<file path="src/rtl/rv_pkg.sv">
// Shared RV integer-core definitions: load funct3 encodings, widths and the
// load-queue entry layout used by the writeback stage.
package rv_pkg;

    localparam int XLEN       = 32;
    localparam int REG_ADDR_W = 5;

    localparam logic [2:0] LOAD_F3_LB  = 3'b000;
    localparam logic [2:0] LOAD_F3_LH  = 3'b001;
    localparam logic [2:0] LOAD_F3_LW  = 3'b010;
    localparam logic [2:0] LOAD_F3_LBU = 3'b100;
    localparam logic [2:0] LOAD_F3_LHU = 3'b101;

    typedef struct packed {
        logic [REG_ADDR_W-1:0] rd;
        logic [2:0]            funct3;
        logic [1:0]            off;
    } ldq_entry_t;

endpackage

</file>
<file path="src/rtl/rv_load_align.sv">
// Combinational load data alignment: selects the addressed byte/half of a raw
// memory word and sign- or zero-extends it to XLEN. Shared with the LSU.
module rv_load_align
    import rv_pkg::*;
#(
    parameter int XLEN = rv_pkg::XLEN
) (
    input  logic [2:0]      funct3,
    input  logic [1:0]      off,
    input  logic [XLEN-1:0] word,
    output logic [XLEN-1:0] result
);

    logic [7:0]  byte_sel;
    logic [15:0] half_sel;

    // off[0] is ignored for halfwords; no misalignment trap is raised here.
    assign byte_sel = word[{off, 3'b000} +: 8];
    assign half_sel = word[{off[1], 4'b0000} +: 16];

    always_comb begin
        result = word;
        case (funct3)
            LOAD_F3_LB:  result = {{(XLEN-8){byte_sel[7]}}, byte_sel};
            LOAD_F3_LBU: result = {{(XLEN-8){1'b0}}, byte_sel};
            LOAD_F3_LH:  result = {{(XLEN-16){half_sel[15]}}, half_sel};
            LOAD_F3_LHU: result = {{(XLEN-16){1'b0}}, half_sel};
            default:     result = word;
        endcase
    end

endmodule

</file>
<file path="src/rtl/rf_writeback.sv">
// Regfile write-port producer: arbitrates load responses over ALU results,
// tracks outstanding loads in order and exports a pending-destination mask.
module rf_writeback
    import rv_pkg::*;
#(
    parameter int XLEN      = rv_pkg::XLEN,
    parameter int LDQ_DEPTH = 2
) (
    input  logic                          clk,
    input  logic                          reset,
    input  logic                          alu_valid,
    output logic                          alu_ready,
    input  logic [REG_ADDR_W-1:0]         alu_rd,
    input  logic [XLEN-1:0]               alu_result,
    input  logic                          ld_issue_valid,
    output logic                          ld_issue_ready,
    input  logic [REG_ADDR_W-1:0]         ld_issue_rd,
    input  logic [2:0]                    ld_issue_funct3,
    input  logic [1:0]                    ld_issue_off,
    input  logic                          mem_rvalid,
    input  logic [XLEN-1:0]               mem_rdata,
    output logic                          rf_we,
    output logic [REG_ADDR_W-1:0]         rf_wa,
    output logic [XLEN-1:0]               rf_wdata,
    output logic [31:0]                   busy_mask,
    output logic [$clog2(LDQ_DEPTH):0]    ldq_count,
    output logic                          err_unexpected
);

    localparam int PTR_W = $clog2(LDQ_DEPTH);
    localparam int CNT_W = PTR_W + 1;
    localparam logic [CNT_W-1:0] DEPTH_CNT = CNT_W'(LDQ_DEPTH);

    ldq_entry_t            ldq_mem_reg [LDQ_DEPTH];
    logic [LDQ_DEPTH-1:0]  ldq_valid_reg, ldq_valid_next;
    logic [PTR_W-1:0]      rd_ptr_reg, wr_ptr_reg;
    logic [CNT_W-1:0]      count_reg, count_next;
    logic                  err_reg;

    logic                  rf_we_reg, rf_we_next;
    logic [REG_ADDR_W-1:0] rf_wa_reg, rf_wa_next;
    logic [XLEN-1:0]       rf_wdata_reg, rf_wdata_next;

    ldq_entry_t            head;
    logic [XLEN-1:0]       load_data;
    logic                  push, pop, alu_accept, stray_rsp;
    logic [31:0]           entry_onehot [LDQ_DEPTH];
    logic [31:0]           busy_all;

    assign head = ldq_mem_reg[rd_ptr_reg];

    // Load responses cannot be backpressured, so they always win the port.
    assign alu_ready      = reset & ~mem_rvalid;
    assign ld_issue_ready = reset & (count_reg < DEPTH_CNT);
    assign alu_accept     = alu_valid & alu_ready;
    assign push           = ld_issue_valid & ld_issue_ready;
    assign pop            = reset & mem_rvalid & (count_reg != '0);
    assign stray_rsp      = reset & mem_rvalid & (count_reg == '0);

    rv_load_align #(.XLEN(XLEN)) u_align (
        .funct3 (head.funct3),
        .off    (head.off),
        .word   (mem_rdata),
        .result (load_data)
    );

    genvar gi;
    generate
        for (gi = 0; gi < LDQ_DEPTH; gi++) begin : g_entry
            assign ldq_valid_next[gi] =
                ~reset                                   ? 1'b0 :
                (push && wr_ptr_reg == PTR_W'(gi))       ? 1'b1 :
                (pop  && rd_ptr_reg == PTR_W'(gi))       ? 1'b0 :
                                                           ldq_valid_reg[gi];
            assign entry_onehot[gi] = ldq_valid_reg[gi] ?
                (32'd1 << ldq_mem_reg[gi].rd) : 32'd0;
        end
    endgenerate

    always_comb begin
        busy_all = '0;
        for (int i = 0; i < LDQ_DEPTH; i++) begin
            busy_all = busy_all | entry_onehot[i];
        end
        busy_mask = {busy_all[31:1], 1'b0};
    end

    always_comb begin
        count_next = count_reg;
        case ({push, pop})
            2'b10:   count_next = count_reg + CNT_W'(1);
            2'b01:   count_next = count_reg - CNT_W'(1);
            default: count_next = count_reg;
        endcase
    end

    // x0 destinations still consume the event but never assert the write enable.
    always_comb begin
        rf_we_next    = 1'b0;
        rf_wa_next    = rf_wa_reg;
        rf_wdata_next = rf_wdata_reg;
        if (pop) begin
            rf_we_next    = (head.rd != '0);
            rf_wa_next    = head.rd;
            rf_wdata_next = load_data;
        end else if (alu_accept) begin
            rf_we_next    = (alu_rd != '0);
            rf_wa_next    = alu_rd;
            rf_wdata_next = alu_result;
        end
    end

    always_ff @(posedge clk) begin
        if (push) begin
            ldq_mem_reg[wr_ptr_reg] <= '{rd: ld_issue_rd, funct3: ld_issue_funct3, off: ld_issue_off};
        end
    end

    always_ff @(posedge clk) begin
        if (!reset) begin
            ldq_valid_reg <= '0;
            rd_ptr_reg    <= '0;
            wr_ptr_reg    <= '0;
            count_reg     <= '0;
            err_reg       <= 1'b0;
            rf_we_reg     <= 1'b0;
            rf_wa_reg     <= '0;
            rf_wdata_reg  <= '0;
        end else begin
            ldq_valid_reg <= ldq_valid_next;
            count_reg     <= count_next;
            err_reg       <= err_reg | stray_rsp;
            rf_we_reg     <= rf_we_next;
            rf_wa_reg     <= rf_wa_next;
            rf_wdata_reg  <= rf_wdata_next;
            if (push) wr_ptr_reg <= wr_ptr_reg + PTR_W'(1);
            if (pop)  rd_ptr_reg <= rd_ptr_reg + PTR_W'(1);
        end
    end

    assign rf_we          = rf_we_reg;
    assign rf_wa          = rf_wa_reg;
    assign rf_wdata       = rf_wdata_reg;
    assign ldq_count      = count_reg;
    assign err_unexpected = err_reg;

endmodule

</file>
<file path="config.mk">
export PLATFORM = sky130hd
export DESIGN_NAME = rf_writeback
export DESIGN_NICKNAME = d
export VERILOG_FILES = /design/src/rtl/rv_pkg.sv /design/src/rtl/rv_load_align.sv /design/src/rtl/rf_writeback.sv
export SDC_FILE = /design/constraint.sdc
export NUM_CORES = 1
export LEC_CHECK = 0
export CAP_MARGIN = 40
export CORE_MARGIN = 2
export CORE_UTILIZATION = 46
export CTS_CLUSTER_DIAMETER = 60
export DETAILED_ROUTE_END_ITERATION = 10
export GPL_TIMING_DRIVEN = 0
export PLACE_DENSITY = 0.91
export SLEW_MARGIN = 20
export SYNTH_ARGS = -nofsm -noshare
export SYNTH_HDL_FRONTEND = slang
export SYNTH_SLANG_ARGS = --single-unit
</file>
<file path="constraint.sdc">
create_clock -name clk -period 4.4 [get_ports clk]
set_input_delay 1.1 -clock clk [delete_from_list [all_inputs] [get_ports clk]]
set_output_delay 1.1 -clock clk [all_outputs]
set_load 0.05 [all_outputs]
</file>
* Word level (Yosys, flattened, before mapping) *
Memory sizes are Yosys's and may differ from the RTL's. A register that Yosys moved wholly into a read port is not among the register bits.
Index checks and enable logic that the tools add are counted.
Widths: inputs -> output; s select.

storage, ports and cells
  output and inout bits = 75
  word-level logic and storage cells = 67
  memories = 1
  input port bits = 84
  RAM bits = 20
  register bits after elaboration = 45

memories
  memory       words  width  read ports  clocked after Yosys merged registers in  wr ports  RTL line            text
  ldq_mem_reg  2      10     3           1                                        1         rf_writeback.sv:34  ldq_entry_t ldq_mem_reg [LDQ_DEPTH];

cells by class
  $lt $le $gt $ge = 1
  equal/unequal tests = 5
  reduce and logical (&&, ||, !) cells = 13
  bitwise operators = 12
  mux-type cells = 18
  shift operators = 4
  $add $sub $neg = 4

operators by type and width
  cell                  number
  $mux 32               4
  $pmux 32 s4           1
  $shl 1x5->32 const A  2
  $or 32x32->32         1
  $shiftx 32x6->16      1
  $shiftx 32x6->8       1
  $mux 1                10
  $mux 5                2
  $reduce_bool 2->1     5
  $reduce_bool 5->1     2
  $and 1x1->1           7
  $eq 3x3->1 const B    2
  $logic_and 1x1->1     4
  $pmux 2 s2            1
  $eq 3x1->1 const B    1
  $logic_not 3->1       1
  $not 1->1             3
  $add 1x1->1 const B   2
  $add 2x1->2 const B   1
  $eq 2x1->1 const B    1
  $eq 2x2->1 const B    1
  $logic_not 2->1       1
  $lt 2x2->1 const B    1
  $sub 2x1->2 const B   1
  $or 1x1->1            1

* Depth between registers and ports, before layout *
Gate-level depths: netlist of the first run.

  depth after elaboration = 5
  mapped depth = 8
  gate-level depth less buffers = 6

* Modules after synthesis *
Synthesis of the first run repeated with hierarchy kept, for this count alone.

unflattened totals
  cells, all modules = 467
  area total of the unflattened synthesis = 4,113.9 µm²

modules (own cells, without submodules)
  module         area each (µm²)  times used  seq. area each (µm²)  cells an instance
  rf_writeback   3,485.8          1           1,521.5               358
  rv_load_align  628.1            1           0.0                   109

* Worst setup path after synthesis of the first run *
OpenSTA, ideal clock, no wires.

  kind = input port to output port
  from = input port reset
  to = output port alu_ready
  path slack = 1.072 ns
  path buffers = 2
  cell stages on the path = 4
  data required time = 3.300 ns
  data arrival time = 2.228 ns
  cell sequence = inv_1 clkbuf_1 buf_1 nor2_1

between the ends
  word-level cells in the longest chain between the ends = 1

RTL lines
  item             RTL line            text
  start, declared  rf_writeback.sv:10  input logic reset,
  $and 1x1->1      rf_writeback.sv:53  assign alu_ready = reset & ~mem_rvalid;
  end, declared    rf_writeback.sv:12  output logic alu_ready,

Every way passes these cells.

* Worst setup path after layout of the first run *
Ends and elaborated chain as after synthesis.

==> metrics.txt, run 1 <==
# TYPE chip_impl_metric gauge
chip_impl_info{name="status",value="finished, final reports clean"} 1
chip_impl_info{name="worstReg2RegStart",value="ldq_count[0]"} 1
chip_impl_metric{name="cts-htree-levels",unit=""} 3
chip_impl_metric{name="post-route-drc-count",unit=""} 0
chip_impl_metric{name="synthCells",unit=""} 370
chip_impl_metric{name="antenna_found_initial",unit=""} 0
chip_impl_metric{name="port-buffer-count",unit=""} 156
chip_impl_info{name="clockRootBuffer",value="sky130_fd_sc_hd__clkbuf_8"} 1
chip_impl_metric{name="postLayoutSetupSlackWorst",unit="ns"} 0.225
chip_impl_metric{name="max-clock-path-buffers",unit=""} 2
chip_impl_metric{name="cp_data_arrival_time",unit="ns"} 3.08
chip_impl_info{name="worst_path_cell_trace",value="clkdlybuf4s50_1 -> inv_1 -> buf_2 -> nor2_1 -> clkdlybuf4s50_1"} 1
chip_impl_metric{name="ys_ff_latch",unit=""} 66
chip_impl_metric{name="setup-violations-final",unit=""} 0
chip_impl_info{name="worstHoldPathType",value="flop to flop"} 1
chip_impl_metric{name="slowest_delay",unit="ns"} 0.81
chip_impl_metric{name="design.core.area",unit="um2"} 7770
chip_impl_metric{name="power.combinational.fraction",unit="%"} 36.8
chip_impl_metric{name="synthesis.area_per_instance",unit="um2"} 9.97
chip_impl_info{name="critPathSlowestCell",value="sky130_fd_sc_hd__clkdlybuf4s50_1"} 1
chip_impl_metric{name="timing_hold_violations_final",unit=""} 0
chip_impl_metric{name="ir_drop",unit="mV"} 0.246
chip_impl_metric{name="max_freq",unit="MHz"} 240
chip_impl_metric{name="critical_path_peak_fanout",unit=""} 12
chip_impl_metric{name="chipHeight",unit="um"} 93.5
chip_impl_metric{name="cap_viol_max_count",unit=""} 0
chip_impl_metric{name="totalWireLength",unit="um"} 12800
chip_impl_metric{name="grt_max_degree",unit=""} 12
chip_impl_metric{name="die_width",unit="um"} 93.5
chip_impl_metric{name="clock_insertion_delay_worst_skew",unit="ns"} 0.35
chip_impl_metric{name="placedInstanceArea",unit="um2"} 5390
chip_impl_metric{name="first_global_vias",unit=""} 3847
chip_impl_metric{name="floorplan.rows",unit=""} 32
chip_impl_metric{name="worstPathRequired",unit="ns"} 3.30
chip_impl_metric{name="largest_reg_flops",unit=""} 32
chip_impl_info{name="critPathMostFrequentCell",value="sky130_fd_sc_hd__clkdlybuf4s50_1"} 1
chip_impl_info{name="path_class",value="primary input to output port"} 1
chip_impl_metric{name="power_frac_seq",unit="%"} 38.9
chip_impl_metric{name="slew-limit-headroom",unit="%"} 50.9
chip_impl_metric{name="yosys.cell_types.count",unit=""} 54
chip_impl_metric{name="area_growth_syn_to_layout",unit="%"} 50.5
chip_impl_metric{name="timing_max_transition_violations_final",unit=""} 0
chip_impl_metric{name="floorplan.io_pins",unit=""} 159
chip_impl_metric{name="initial_core_util",unit="%"} 47.5
chip_impl_info{name="most_repeated_cell_in_the_gate_level_netlist_after_synthesis",value="sky130_fd_sc_hd__dfxtp_1"} 1
chip_impl_metric{name="weighted_congestion_reported_at_the_end_of_routability_driven_placement",unit=""} 0.941
chip_impl_metric{name="antenna_cells",unit=""} 0
chip_impl_metric{name="ys_async_sr_fraction",unit="%"} 0
chip_impl_metric{name="drtIter0Drc",unit=""} 431
chip_impl_metric{name="postRouteAntennaNets",unit=""} 0
chip_impl_metric{name="numClockSinks",unit=""} 66
chip_impl_metric{name="via_count",unit=""} 4018
chip_impl_info{name="holdCritStartpoint",value="err_unexpected"} 1
chip_impl_metric{name="synth_nets",unit=""} 457
chip_impl_metric{name="drive_gt1_share",unit="%"} 12.0
chip_impl_metric{name="stdcell_area",unit="um2"} 5550
chip_impl_metric{name="cts_made_buffers",unit=""} 9
chip_impl_metric{name="gr-total-overflow",unit=""} 0
chip_impl_metric{name="post-synth-top-area-fraction",unit="%"} 25.0
chip_impl_info{name="most_instantiated_flip_flop_cell_in_the_synthesis_netlist",value="sky130_fd_sc_hd__dfxtp_1"} 1
chip_impl_metric{name="power_density",unit="nW/um2"} 338
chip_impl_metric{name="netSwitchingFraction",unit="%"} 37.0
chip_impl_metric{name="leak_pwr",unit="nW"} 1.90
chip_impl_metric{name="detailedRoute.firstPassIterationCount",unit=""} 7
chip_impl_metric{name="grt.total_usage",unit="%"} 28.0
chip_impl_info{name="netlist.top_cell.by_area",value="sky130_fd_sc_hd__dfxtp_1"} 1
chip_impl_info{name="worst_setup_path_end_kind",value="output port"} 1
chip_impl_metric{name="first_pass_grt_wire_length",unit="um"} 19300
chip_impl_metric{name="final_core_util",unit="%"} 71.5
chip_impl_metric{name="die_area",unit="um2"} 8750
chip_impl_metric{name="synth.yosys.warnings",unit=""} 0
chip_impl_metric{name="final.min_clock_period",unit="ns"} 4.18
chip_impl_metric{name="worst_hold_slack",unit="ns"} 0.480
chip_impl_info{name="cp-start-kind",value="primary input"} 1
chip_impl_metric{name="power_switching",unit="mW"} 0.694
chip_impl_metric{name="dp_worst_setup_slack",unit="ns"} -0.0559
chip_impl_metric{name="worst_slew_pin_slew",unit="ns"} 0.731
chip_impl_metric{name="synth_area",unit="um2"} 3690
chip_impl_metric{name="number_of_flops_mapped_to_enable_cells_by_yosys",unit=""} 20
chip_impl_metric{name="routed_wire_length_per_instance",unit="um"} 19.8
chip_impl_info{name="tritoncts_clock_tree",value="built"} 1
chip_impl_metric{name="synth_sequential_area_ratio",unit="%"} 41.2
chip_impl_metric{name="cellInternalPower",unit="mW"} 1.18
chip_impl_metric{name="clk_network_pwr_share",unit="%"} 24.4
chip_impl_metric{name="worst_clock_skew",unit="ns"} 0.0153
chip_impl_info{name="crit_path_launch",value="reset"} 1
chip_impl_metric{name="hpwl_after_detailed_placement",unit="um"} 9860
chip_impl_info{name="synth_common_cells",value="sky130_fd_sc_hd__dfxtp_1, sky130_fd_sc_hd__o22ai_1, sky130_fd_sc_hd__a21oi_1"} 1
chip_impl_metric{name="nets",unit=""} 624
chip_impl_metric{name="avgViaCountPerCell",unit=""} 6.24
chip_impl_metric{name="clkTransAtPathRegs",unit="ns"} 0.08
chip_impl_metric{name="final_min_period_over_clock_period",unit="%"} 94.9
chip_impl_info{name="cell_types_with_the_largest_area_share_after_synthesis",value="sky130_fd_sc_hd__dfxtp_1, sky130_fd_sc_hd__edfxtp_1, sky130_fd_sc_hd__mux2i_1, sky130_fd_sc_hd__o22ai_1, sky130_fd_sc_hd__mux2_2"} 1
chip_impl_info{name="setup_repair_after_global_routing_missed_its_margin",value="no"} 1
power by group through the flow:
stage          combinational (mW)  clock (mW)  sequential (mW)
6_report                    0.690       0.457            0.730
5_1_grt                     0.722       0.488            0.737
4_1_cts                     0.683       0.458            0.729
3_5_place_dp                0.681           0            0.742
3_3_place_gp                0.666           0            0.738
2_1_floorplan               0.258           0            0.908
per-layer routing:
| metal | up-vias | share of wire [%] | track usage [%] |
|---|---|---|---|
| met5 | - | 0 | 0 |
| met4 | 0 | 3.2 | 11.7 |
| met3 | 40 | 8.4 | 5.64 |
| met2 | 249 | 50 | 48.4 |
| met1 | 1918 | 38 | 33.9 |
| li1 | 1811 | - | - |
logic make-up after synthesis:
kind of cell	Yosys count	synth area share [%]
xor gates and xnor gates	3	0.712
AOI/OAI and AO/OA	134	27.7
buffers and inverters	32	4.04
and+or+nand+nor	91	13.8
muxes	40	11.4
adders and majority gates	3	1.02
other	1	0.102
DFF	66	41.2
repair_timing:
item | in CTS | in global routing
buffers inserted | 0 | 0
gates resized for setup | 1 | 0
setup endpoints to repair | 1 | 1
hold buffers | 0 | 0
worst paths after layout:
kind                    end  slack [ns]  cells past startpoint
max reg2reg    ldq_count[1]        1.63                      7
min reg2reg  err_unexpected        0.48                      2
max               alu_ready        0.22                      5
min          err_unexpected        0.48                      2
critical path: cells and delay by family:
kind	cells	cell delay [ns]
buffers and inverters	4	1.85
AND/OR/NAND/NOR	1	0.12
cell usage in the layout (no fill, tap or decap), types with 2 or more instances in the layout:
cell type / count
sky130_fd_sc_hd__nand2_1: 17
sky130_fd_sc_hd__a22oi_1: 7
sky130_fd_sc_hd__o21a_1: 3
sky130_fd_sc_hd__clkdlybuf4s50_1: 156
sky130_fd_sc_hd__a211oi_1: 4
sky130_fd_sc_hd__a222oi_1: 7
sky130_fd_sc_hd__o221ai_1: 11
sky130_fd_sc_hd__nand2b_1: 5
sky130_fd_sc_hd__mux2_2: 16
sky130_fd_sc_hd__a221oi_1: 10
sky130_fd_sc_hd__inv_1: 2
sky130_fd_sc_hd__a21oi_1: 28
sky130_fd_sc_hd__buf_2: 6
sky130_fd_sc_hd__buf_6: 2
sky130_fd_sc_hd__o21ai_0: 7
sky130_fd_sc_hd__edfxtp_1: 20
sky130_fd_sc_hd__buf_4: 3
sky130_fd_sc_hd__or2_2: 2
sky130_fd_sc_hd__ha_1: 3
sky130_fd_sc_hd__xor2_1: 2
sky130_fd_sc_hd__nor2b_1: 8
sky130_fd_sc_hd__or3b_2: 4
sky130_fd_sc_hd__clkinv_2: 3
sky130_fd_sc_hd__nand3_1: 6
sky130_fd_sc_hd__or3_1: 2
sky130_fd_sc_hd__mux2i_1: 24
sky130_fd_sc_hd__clkbuf_8: 10
sky130_fd_sc_hd__nor3_1: 7
sky130_fd_sc_hd__nand4_1: 2
sky130_fd_sc_hd__a221oi_2: 11
sky130_fd_sc_hd__a31oi_1: 3
sky130_fd_sc_hd__o22ai_1: 32
sky130_fd_sc_hd__nand3b_1: 7
sky130_fd_sc_hd__nor2_1: 23
sky130_fd_sc_hd__dfxtp_1: 46
sky130_fd_sc_hd__clkbuf_1: 20
sky130_fd_sc_hd__and3b_1: 2
metrics by stage:
step	setup TNS, ns	total power [mW]	std cells
2_1_floorplan	0	1.17	370
3_3_place_gp	-0.0434	1.40	628
3_5_place_dp	-0.0559	1.42	629
4_1_cts	0	1.87	645
5_1_grt	0	1.95	644
6_report	0	1.88	644
final cells by class:
class	instances	area, um2
fillers	581	2210
clock buffers	11	141
plain buffers	29	139
clock inverters	5	28.8
multi-input cells	272	2020
well taps	102	128
repair buffers	157	1570
flip-flops and latches	66	1520
inverters	2	7.51
(Power assumes the default switching activity.)
==> run 2, diff against run 1 <==
SLEW_MARGIN = default   (was 20)
==> run 2 against run 1 <==
Compared with the run above: via count up 0.32%; count of clock-buffer cells in the layout increased by 3; final area increased by 0.50%; die area did not move; final cell count is the same; first-iteration DRC count fell by 19%.
==> metrics.txt, run 2 (synthesis results as in run 1) <==
# TYPE chip_impl_metric gauge
chip_impl_metric{name="weighted_congestion_reported_at_the_end_of_routability_driven_placement",unit=""} 0.941
chip_impl_metric{name="numClockSinks",unit=""} 66
chip_impl_info{name="mostFrequentLayoutCells",value="sky130_fd_sc_hd__clkdlybuf4s50_1, sky130_fd_sc_hd__dfxtp_1, sky130_fd_sc_hd__o22ai_1"} 1
chip_impl_metric{name="gr-total-overflow",unit=""} 0
chip_impl_metric{name="clkTransAtPathRegs",unit="ns"} 0.07
chip_impl_metric{name="antenna_found_initial",unit=""} 0
chip_impl_metric{name="grt.total_usage",unit="%"} 28.2
chip_impl_metric{name="max_freq",unit="MHz"} 237
chip_impl_info{name="tritoncts_clock_tree",value="built"} 1
chip_impl_metric{name="dp_worst_setup_slack",unit="ns"} -0.0624
chip_impl_metric{name="antenna_cells",unit=""} 0
chip_impl_metric{name="design.core.area",unit="um2"} 7770
chip_impl_metric{name="postLayoutSetupSlackWorst",unit="ns"} 0.178
chip_impl_metric{name="first_global_vias",unit=""} 3806
chip_impl_metric{name="worstPathRequired",unit="ns"} 3.30
chip_impl_metric{name="seq_area",unit="um2"} 1520
chip_impl_metric{name="leak_pwr",unit="nW"} 1.91
chip_impl_info{name="status",value="finished, final reports clean"} 1
chip_impl_metric{name="critical_path_peak_fanout",unit=""} 12
chip_impl_metric{name="grt_max_degree",unit=""} 13
chip_impl_metric{name="final_min_period_over_clock_period",unit="%"} 96.0
chip_impl_metric{name="cap_viol_max_count",unit=""} 0
chip_impl_info{name="setup_repair_after_global_routing_missed_its_margin",value="no"} 1
chip_impl_info{name="cp-start-kind",value="primary input"} 1
chip_impl_metric{name="worst_clock_skew",unit="ns"} 0.0130
chip_impl_metric{name="power_density",unit="nW/um2"} 347
chip_impl_metric{name="setup-violations-final",unit=""} 0
chip_impl_metric{name="slew-limit-headroom",unit="%"} 53.1
chip_impl_metric{name="postRouteAntennaNets",unit=""} 0
chip_impl_metric{name="multi_input_comb_area",unit="um2"} 2020
chip_impl_metric{name="timing_hold_violations_final",unit=""} 0
chip_impl_metric{name="post-route-drc-count",unit=""} 0
chip_impl_metric{name="port-buffer-count",unit=""} 156
chip_impl_metric{name="cp_data_arrival_time",unit="ns"} 3.12
chip_impl_metric{name="floorplan.io_pins",unit=""} 159
chip_impl_metric{name="via_count",unit=""} 4031
chip_impl_metric{name="filler_cell_count",unit=""} 570
chip_impl_metric{name="cts_made_buffers",unit=""} 9
chip_impl_metric{name="area_growth_syn_to_layout",unit="%"} 51.3
chip_impl_metric{name="first_pass_grt_wire_length",unit="um"} 19500
chip_impl_info{name="worst_setup_path_end_kind",value="output port"} 1
chip_impl_metric{name="floorplan.rows",unit=""} 32
chip_impl_metric{name="detailedRoute.firstPassIterationCount",unit=""} 6
chip_impl_metric{name="initial_core_util",unit="%"} 47.5
chip_impl_metric{name="drtIter0Drc",unit=""} 348
chip_impl_metric{name="power",unit="mW"} 1.94
chip_impl_info{name="path_class",value="primary input to output port"} 1
chip_impl_metric{name="die_area",unit="um2"} 8750
chip_impl_info{name="layout.cells.most_common",value="sky130_fd_sc_hd__clkdlybuf4s50_1"} 1
chip_impl_metric{name="chipHeight",unit="um"} 93.5
chip_impl_metric{name="largest_reg_flops",unit=""} 32
chip_impl_metric{name="cts-htree-levels",unit=""} 3
chip_impl_metric{name="worst_slew_pin_slew",unit="ns"} 0.704
chip_impl_metric{name="ctsHoldBuffers",unit=""} 0
chip_impl_metric{name="max-clock-path-buffers",unit=""} 2
chip_impl_metric{name="die_width",unit="um"} 93.5
chip_impl_metric{name="clock_insertion_delay_worst_skew",unit="ns"} 0.35
chip_impl_metric{name="avgViaCountPerCell",unit=""} 6.26
chip_impl_metric{name="totalWireLength",unit="um"} 12800
chip_impl_info{name="worstHoldPathType",value="flop to flop"} 1
chip_impl_metric{name="drive_gt1_share",unit="%"} 11.6
chip_impl_metric{name="routed_wire_length_per_instance",unit="um"} 19.9
chip_impl_metric{name="timing_max_transition_violations_final",unit=""} 0
chip_impl_metric{name="nets",unit=""} 624
chip_impl_metric{name="hpwl_after_detailed_placement",unit="um"} 9870
chip_impl_info{name="clockRootBuffer",value="sky130_fd_sc_hd__clkbuf_8"} 1
chip_impl_metric{name="ir_drop",unit="mV"} 0.228
chip_impl_metric{name="final.min_clock_period",unit="ns"} 4.22
==> run 2: cell count changes in the layout (fill, tap and decap cells not counted) <==
cell and delta:
sky130_fd_sc_hd__buf_2 -1, sky130_fd_sc_hd__bufinv_16 +1, sky130_fd_sc_hd__clkbuf_1 +2, sky130_fd_sc_hd__clkbuf_2 +1, sky130_fd_sc_hd__clkbuf_8 +1, sky130_fd_sc_hd__clkinv_2 -2
sky130_fd_sc_hd__clkinvlp_4 -1, sky130_fd_sc_hd__inv_4 -1
==> run 2: path summary, 6_finish.rpt <==
path / start / end / slack [ns] / cells past startpoint
max: reset / alu_ready / 0.18 / 5
min: err_unexpected / err_unexpected / 0.48 / 2
max reg2reg: ldq_count[0] / ldq_count[1] / 1.70 / 7
min reg2reg: err_unexpected / err_unexpected / 0.48 / 2
==> run 2: power breakdown <==
group          leakage, nW  internal, mW  switching (mW)
Clock                0.101         0.293           0.221
Sequential           0.562         0.691          0.0407
Combinational         1.25         0.276           0.414
Total                 1.91          1.26           0.676
==> run 2: cell type report <==
type	count	share of cell area (%)
Tap cell	102	2.29
Timing Repair Buffer	157	28.1
Multi-Input combinational cell	272	36.2
Buffer	29	2.49
Clock buffer	14	2.91
Sequential cell	66	27.3
Clock inverter	2	0.628
Inverter	2	0.135
==> run 2: per-layer routing <==
metal	GRT usage, %	vias to the layer above	routed length [um]
met1	35.1	1953	5000
met5	0	-	0
met4	10.7	0	387
li1	-	1812	-
met3	5.00	32	989
met2	48.6	234	6440
==> run 2: worst max-delay path, cell delays in order <==
cell	delay [ns]
sky130_fd_sc_hd__clkdlybuf4s50_1	0.57
sky130_fd_sc_hd__inv_1	0.24
sky130_fd_sc_hd__clkbuf_2	0.26
sky130_fd_sc_hd__nor2_1	0.14
sky130_fd_sc_hd__clkdlybuf4s50_1	0.81
==> run 2: through the flow <==
step	std cells	util, %	hold WS [ns]	cell area (um2)	setup TNS [ns]
global placement	628	69.2	0.447	5380	-0.0434
global route	644	71.8	0.522	5580	0
finish	644	71.8	0.477	5580	0
floorplan	370	-	0.449	3690	0
detailed placement	629	69.3	0.462	5390	-0.0624
CTS	644	71.8	0.478	5580	0
==> run 2: timing repair <==
item	CTS	global route
resized for setup	0	1
buffers inserted	0	0
setup endpoints to repair	1	1
==> run 3, diff against run 2 <==
CORE_ASPECT_RATIO = 0.7   (was default)
==> run 3 against run 2 <==
Compared with the run above: via count grew 1.2%; wire length grew 3.4%; clock power grew 38%; sequential power about the same; setup slack improved by 0.21 ns; first-iteration DRC count rose by 22%; utilization is 0.65 points higher; critical endpoint unchanged; largest cell class unchanged; largest power group unchanged.
==> metrics.txt, run 3 (synthesis results as in run 1) <==
# TYPE chip_impl_metric gauge
chip_impl_metric{name="antenna_found_initial",unit=""} 0
chip_impl_metric{name="timing_max_transition_violations_final",unit=""} 0
chip_impl_metric{name="area_growth_syn_to_layout",unit="%"} 54.0
chip_impl_metric{name="cp_data_arrival_time",unit="ns"} 2.91
chip_impl_metric{name="leak_pwr",unit="nW"} 1.95
chip_impl_metric{name="drive_gt1_share",unit="%"} 12.0
chip_impl_metric{name="ir_drop",unit="mV"} 0.237
chip_impl_metric{name="initial_core_util",unit="%"} 47.1
chip_impl_metric{name="worst_hold_slack",unit="ns"} 0.480
chip_impl_metric{name="power_frac_seq",unit="%"} 34.2
chip_impl_metric{name="design.core.area",unit="um2"} 7840
chip_impl_metric{name="timing_hold_violations_final",unit=""} 0
chip_impl_metric{name="post-route-drc-count",unit=""} 0
chip_impl_metric{name="nets",unit=""} 624
chip_impl_metric{name="via_count",unit=""} 4080
chip_impl_metric{name="cap_viol_max_count",unit=""} 0
chip_impl_metric{name="grt.total_usage",unit="%"} 28.9
chip_impl_metric{name="final.min_clock_period",unit="ns"} 4.01
chip_impl_metric{name="worst_clock_skew",unit="ns"} 0.00605
chip_impl_metric{name="first_pass_grt_wire_length",unit="um"} 20100
chip_impl_metric{name="power_switching",unit="mW"} 0.737
chip_impl_metric{name="max_freq",unit="MHz"} 249
chip_impl_metric{name="placedCellCount",unit=""} 628
chip_impl_metric{name="largest_reg_flops",unit=""} 32
chip_impl_metric{name="power_density",unit="nW/um2"} 377
chip_impl_metric{name="clock_insertion_delay_worst_skew",unit="ns"} 0.33
chip_impl_metric{name="clk_network_pwr_share",unit="%"} 33.1
chip_impl_metric{name="numClockSinks",unit=""} 66
chip_impl_info{name="crit_path_launch",value="reset"} 1
chip_impl_metric{name="die_width",unit="um"} 111
chip_impl_metric{name="worstPathRequired",unit="ns"} 3.30
chip_impl_metric{name="stdcell_area",unit="um2"} 5680
chip_impl_info{name="setup_repair_after_global_routing_missed_its_margin",value="no"} 1
chip_impl_info{name="worst_path_cell_trace",value="clkdlybuf4s50_1 -> clkinvlp_4 -> buf_1 -> nor2_1 -> dlymetal6s2s_1"} 1
chip_impl_metric{name="floorplan.io_pins",unit=""} 159
chip_impl_info{name="holdCritStartpoint",value="rd_ptr_reg"} 1
chip_impl_info{name="worstHoldPathType",value="flop to flop"} 1
chip_impl_metric{name="dp_worst_setup_slack",unit="ns"} -0.101
chip_impl_info{name="status",value="finished, final reports clean"} 1
chip_impl_metric{name="worst_slew_pin_slew",unit="ns"} 0.717
chip_impl_metric{name="setup_total_negative_slack",unit="ns"} 0
chip_impl_metric{name="power.combinational.fraction",unit="%"} 32.7
chip_impl_metric{name="grt_max_degree",unit=""} 13
chip_impl_metric{name="avgViaCountPerCell",unit=""} 6.35
chip_impl_metric{name="routed_wire_length_per_instance",unit="um"} 20.6
chip_impl_metric{name="port-buffer-count",unit=""} 156
chip_impl_metric{name="first_global_vias",unit=""} 3866
chip_impl_metric{name="hpwl_after_detailed_placement",unit="um"} 9970
chip_impl_metric{name="postLayoutSetupSlackWorst",unit="ns"} 0.386
chip_impl_info{name="mostFrequentLayoutCells",value="sky130_fd_sc_hd__clkdlybuf4s50_1, sky130_fd_sc_hd__dfxtp_1, sky130_fd_sc_hd__o22ai_1"} 1
chip_impl_metric{name="gr-total-overflow",unit=""} 0
chip_impl_metric{name="max-clock-path-buffers",unit=""} 2
chip_impl_info{name="worstReg2RegStart",value="ldq_count[0]"} 1
chip_impl_metric{name="power",unit="mW"} 2.14
chip_impl_info{name="clockRootBuffer",value="sky130_fd_sc_hd__clkbuf_16"} 1
chip_impl_metric{name="netSwitchingFraction",unit="%"} 34.4
chip_impl_metric{name="floorplan.rows",unit=""} 27
chip_impl_info{name="layout.cells.most_common",value="sky130_fd_sc_hd__clkdlybuf4s50_1"} 1
chip_impl_metric{name="postRouteAntennaNets",unit=""} 0
chip_impl_info{name="cp-start-kind",value="primary input"} 1
chip_impl_metric{name="cellInternalPower",unit="mW"} 1.40
chip_impl_metric{name="slew-limit-headroom",unit="%"} 51.9
chip_impl_metric{name="clkTransAtPathRegs",unit="ns"} 0.05
chip_impl_metric{name="detailedRoute.firstPassIterationCount",unit=""} 6
chip_impl_metric{name="timing.critical_path.buf_inv",unit=""} 4
chip_impl_metric{name="drtIter0Drc",unit=""} 425
chip_impl_info{name="path_class",value="primary input to output port"} 1
chip_impl_metric{name="setup-violations-final",unit=""} 0
chip_impl_metric{name="final_min_period_over_clock_period",unit="%"} 91.2
chip_impl_metric{name="antenna_cells",unit=""} 0
chip_impl_metric{name="slowest_delay",unit="ns"} 0.60
chip_impl_metric{name="cts-htree-levels",unit=""} 3
chip_impl_info{name="critPathSlowestCell",value="sky130_fd_sc_hd__clkdlybuf4s50_1"} 1
chip_impl_metric{name="placedInstanceArea",unit="um2"} 5380
chip_impl_metric{name="weighted_congestion_reported_at_the_end_of_routability_driven_placement",unit=""} 0.979
chip_impl_metric{name="die_area",unit="um2"} 8760
chip_impl_info{name="critical_path.top_delay_family",value="buffers and inverters"} 1
chip_impl_metric{name="critical_path_peak_fanout",unit=""} 12
chip_impl_metric{name="cts_made_buffers",unit=""} 9
chip_impl_metric{name="final_core_util",unit="%"} 72.5
chip_impl_metric{name="chipHeight",unit="um"} 78.9
chip_impl_info{name="tritoncts_clock_tree",value="built"} 1
chip_impl_metric{name="non_filler_cells_final",unit=""} 643
chip_impl_info{name="worst_setup_path_end_kind",value="output port"} 1
chip_impl_metric{name="totalWireLength",unit="um"} 13200
## run 3: worst reg2reg max path: stages, from the launching register on
cell                       delay (ns)
sky130_fd_sc_hd__dfxtp_1         0.31
sky130_fd_sc_hd__clkbuf_1        0.17
sky130_fd_sc_hd__o21ai_1         0.60
sky130_fd_sc_hd__clkbuf_1        0.53
sky130_fd_sc_hd__nor2_1          0.26
sky130_fd_sc_hd__ha_1            0.38
sky130_fd_sc_hd__or3_1           0.37
sky130_fd_sc_hd__a21oi_1         0.18
## run 3: per-layer routing
layer / routed length (um) / GRT usage, % / vias up / share of wire [%]
met5: 0 / 0 / - / 0
met4: 265 / 7.04 / 0 / 2.0
met3: 1580 / 10.3 / 29 / 12
met2: 5810 / 44.2 / 276 / 44
met1: 5600 / 39.5 / 1963 / 42
li1: - / - / 1812 / -
## run 3: layout make-up
type,instances,area [um2]
Buffer,29,138
Clock buffer,9,225
Clock inverter,7,70.1
Fill cell,570,2160
Inverter,2,11.3
Multi-Input combinational cell,272,2020
Sequential cell,66,1520
Tap cell,101,126
Timing Repair Buffer,157,1570
## run 3: worst paths after layout
check | endpoint | cells after the start | slack, ns
min | rd_ptr_reg | 2 | 0.48
min reg2reg | rd_ptr_reg | 2 | 0.48
max | alu_ready | 5 | 0.39
max reg2reg | ldq_count[1] | 7 | 1.51
## run 3: power by group through the flow
stage | Clock [mW] | Combinational (mW) | Sequential (mW)
after detailed placement | 0 | 0.685 | 0.743
after global routing | 0.732 | 0.733 | 0.739
after floorplan | 0 | 0.258 | 0.908
after global placement | 0 | 0.670 | 0.739
final | 0.707 | 0.700 | 0.732
after CTS | 0.704 | 0.692 | 0.732
## run 3: timing repair
item	in CTS	in global routing
endpoints found under the setup margin	1	1
hold buffers	0	0
buffers inserted	0	0
gates resized for setup	0	2
cloned	0	0
